`config.mk`:
```
export PLATFORM = sky130hd
export DESIGN_NAME = seq_detector
export DESIGN_NICKNAME = d
export VERILOG_FILES = /design/src/rtl/seq_det_pkg.sv /design/src/rtl/seq_detector.sv
export SDC_FILE = /design/constraint.sdc
export NUM_CORES = 1
export LEC_CHECK = 0
export ABC_AREA = 1
export BUFFER_PORTS_ARGS = -buffer_cell sky130_fd_sc_hd__buf_2
export CORE_AREA = 2 2 39 41
export DETAILED_ROUTE_END_ITERATION = 10
export DIE_AREA = 0 0 41 43
export HOLD_SLACK_MARGIN = 0.08
export PLACE_DENSITY_LB_ADDON = 0.1
export SETUP_SLACK_MARGIN = 0.3
export SYNTH_ARGS = -nofsm -noshare
export SYNTH_HDL_FRONTEND = slang
export SYNTH_SLANG_ARGS = --single-unit
```
`constraint.sdc`:
```
create_clock -name clk -period 0.9 [get_ports clk]
set_clock_uncertainty 0.1 [all_clocks]
set_input_delay 0.18 -clock clk [delete_from_list [all_inputs] [get_ports clk]]
set_output_delay 0.18 -clock clk [all_outputs]
set_load 0.02 [all_outputs]
```
`src/rtl/seq_det_pkg.sv`:
```
// Shared types and constants for the 1011 serial pattern detector.
// The state encoding is fixed binary so it stays stable across tools.
package seq_det_pkg;

    typedef enum logic [2:0] {
        IDLE   = 3'd0,
        S1     = 3'd1,
        S10    = 3'd2,
        S101   = 3'd3,
        DETECT = 3'd4
    } state_t;

    localparam logic [3:0] PATTERN     = 4'b1011;
    localparam int         PATTERN_LEN = 4;

endpackage

```
`src/rtl/seq_detector.sv`:
```
// Moore detector for serial pattern 1011, MSB first.
// The out flag is decoded from the state register only.
module seq_detector
    import seq_det_pkg::*;
#(
    parameter bit OVERLAP = 1'b1
) (
    input  logic clk,
    input  logic rst,
    input  logic in,
    output logic out
);

    // Plain vectors so that unreachable codes remain representable.
    localparam logic [2:0] ST_IDLE   = IDLE;
    localparam logic [2:0] ST_S1     = S1;
    localparam logic [2:0] ST_S10    = S10;
    localparam logic [2:0] ST_S101   = S101;
    localparam logic [2:0] ST_DETECT = DETECT;

    logic [2:0] state;
    logic [2:0] nxt;

    always_ff @(posedge clk or negedge rst) begin
        if (!rst) begin
            state <= ST_IDLE;
        end else begin
            state <= nxt;
        end
    end

    always_comb begin
        nxt = ST_IDLE;
        case (state)
            ST_IDLE:   nxt = in ? ST_S1     : ST_IDLE;
            ST_S1:     nxt = in ? ST_S1     : ST_S10;
            ST_S10:    nxt = in ? ST_S101   : ST_IDLE;
            ST_S101:   nxt = in ? ST_DETECT : ST_S10;
            // Trailing 1 of a match can seed "10" only when overlapping.
            ST_DETECT: nxt = in ? ST_S1 : (OVERLAP ? ST_S10 : ST_IDLE);
            default:   nxt = ST_IDLE;
        endcase
    end

    always_comb begin
        out = (state == ST_DETECT);
    end

endmodule

```
==> flow_metrics.env <==
export IMPL_hold_violations=0
export IMPL_holdPathEnd="state[2]$_DFF_PN0_"
export IMPL_p_leak_nw=0.127
export IMPL_slew_limit_headroom=0.856
export IMPL_synth_top_area_cell="dfrtp_1"
export IMPL_pre_cts_ws_ns=-0.152
export IMPL_die_area_um2=1760
export IMPL_antenna_found_initial=0
export IMPL_worstHoldStart="in"
export IMPL_status="finished with violations"
export IMPL_worstSkewPairLatency_ns=0.23
export IMPL_rsz0062_at_grt="true"
export IMPL_layout_nets=34
export IMPL_top_register="state"
export IMPL_area_delta_synth_final_pct=90.7
export IMPL_grt_max_degree=5
export IMPL_reg2reg_from="state[0]$_DFF_PN0_"
export IMPL_rr_worst_depth=6
export IMPL_clk_pin_slew_worst_paths_ns=0.04
export IMPL_grt_pass1_vias=157
export IMPL_num_rows=14
export IMPL_antenna_left=0
export IMPL_placed_cell_area_um2=203
export IMPL_first_pass_iters=3
export IMPL_worstMarginPinSlew_ns=0.216
export IMPL_grt_overflow_total=0
export IMPL_ys_ff_latch=3
export IMPL_synth_area_leaders="dfrtp_1 56%, nand2_1 17%, nor2_1 17%"
export IMPL_synth_nets=21
export IMPL_cp_required_ns=0.62
export IMPL_synth_area_per_cell_um2=7.44
export IMPL_ys_warn_count=0
export IMPL_crit_arrival_ns=0.94
export IMPL_holdWs_ns=0.102
export IMPL_cts_sinks=3
export IMPL_placed_cells=40
export IMPL_maxCapViolCount=0
export IMPL_fin_cells=46
export IMPL_largest_register_ffs=3
export IMPL_vdd_ir_drop_max_v=0.000565
export IMPL_yosysSeqAreaShare=0.561
export IMPL_fin_util=0.184
export IMPL_route_detailed_drc=0
export IMPL_initial_core_util=0.0967
export IMPL_end_kind="output pin"
export IMPL_final_cell_mix="6 x nor2_1, 5 x nand2_1, 4 x buf_4"
export IMPL_hold_depth=3
export IMPL_first_iter_violations=2
export IMPL_slew_violations=0
export IMPL_yosysUniqueCellTypes=6
export IMPL_fmax_ghz=0.817
export IMPL_cts_buffers=3
export IMPL_syn_cell_area_um2=134
export IMPL_die_x_um=41
export IMPL_core_um2=1380
export IMPL_dr_total_vias=151
export IMPL_finalCriticalPeriod_ns=1.22
export IMPL_synth_cells=18
export IMPL_routed_via_density=3.28
export IMPL_regToRegSetupSlack_ns=-0.23
export IMPL_io_buffers=3
export IMPL_routed_wl_um=323
export IMPL_critPathKind="flip-flop to output pin"
export IMPL_powerDensity_nw_per_um2=2170
export IMPL_violations="negative setup slack"
export IMPL_synth_top_area_frac=0.561
export IMPL_drt_wirelength_per_cell_um=7.02
export IMPL_n_fill_cell=162
export IMPL_root_buffer="clkbuf_4"
export IMPL_hp_class="input port to flip-flop"
export IMPL_die_y_um=43
export IMPL_grt_use_total=0.0554
export IMPL_report_final_setup_viol=4
export IMPL_design_portCount=4
export IMPL_drive_above_1_share=0.433
export IMPL_cts_buffer_depth=2
export IMPL_diodes=0
export IMPL_hpwl_um=248
export IMPL_gp_congestion=0.663
export IMPL_stdcell_area_um2=255
export IMPL_rr_endpoint="state[1]$_DFF_PN0_"
export IMPL_fin_crit_sh=1.36
export IMPL_grt_pass1_wl_um=565
export IMPL_htreeDepth=1
export IMPL_crit_fanout=4
export IMPL_cts_tree="built"
export IMPL_final_common_cell="nor2_1"
export IMPL_worst_slack_ns=-0.324
export IMPL_start_kind="flip-flop"
export IMPL_reg_top3="state: 3 flops"
## logic make-up (layout without fill, tap and decap cells)
| kind of cell | Yosys count | in the layout | synth area share |
|---|---|---|---|
| flip-flops | 3 | 3 | 0.561 |
| buffers and inverters | 1 | 13 | 0.0280 |
| AND/OR/NAND/NOR | 13 | 13 | 0.374 |
| AO/OA/AOI/OAI | 1 | 1 | 0.0373 |
## critical path, cell delays in order, from the launching register on
cell	delay [ns]
dfrtp_1	0.44
nor3_4	0.14
buf_6	0.14
## worst max path at each step
stage	slack, ns	startpoint	cells after the start	end
floorplan	-0.06	state[0]$_DFF_PN0_	1	out
global placement	-0.16	state[0]$_DFF_PN0_	4	state[1]$_DFF_PN0_
detailed placement	-0.15	state[0]$_DFF_PN0_	4	state[1]$_DFF_PN0_
CTS	-0.34	state[2]$_DFF_PN0_	3	out
global route	-0.37	state[2]$_DFF_PN0_	3	out
finish	-0.32	state[1]$_DFF_PN0_	2	out
## synthesized netlist by cell type, drive strengths merged
cell   number
dfrtp       3
o21ai       1
nor2        6
nor3        1
nand2       6
inv         1
## through the flow
stage,power [W],setup TNS (ns)
after global placement,0.000305,-0.375
after detailed placement,0.000301,-0.326
after CTS,0.000568,-0.863
after floorplan,0.000250,-0.0606
final,0.000554,-0.795
after global routing,0.000602,-0.985
## per-layer routing
| metal | track usage | part of all wire | routed length [um] |
|---|---|---|---|
| met1 | 0.0423 | 0.39 | 127 |
| met2 | 0.0750 | 0.54 | 176 |
| met3 | 0.0471 | 0.059 | 19 |
| met4 | 0.0600 | 0 | 0 |
| met5 | 0 | 0 | 0 |
## repair_timing
action | in CTS | in global routing
endpoints found under the hold margin | 3 | 0
gates cloned | 0 | 0
hold buffers | 1 | 0
endpoints found under the setup margin | 4 | 4
buffers inserted | 1 | 0
gates resized for setup | 4 | 0
pin swaps | 4 | 2
## final cells by class
class / instances / area, um2 / area share
Clock buffer: 4 / 26.3 / 0.103
Inverter: 1 / 3.75 / 0.0147
Multi-Input combinational cell: 14 / 68.8 / 0.270
Sequential cell: 3 / 75.1 / 0.294
Tap cell: 16 / 20.0 / 0.0784
Timing Repair Buffer: 8 / 61.3 / 0.240
## report_power, final
part / internal, W / switching (W)
sequential: 0.000161 / 0.0000348
clock: 0.000166 / 0.0000666
combinational: 0.0000664 / 0.0000596
total: 0.000393 / 0.000161
Power figures use the tool's default switching activity.
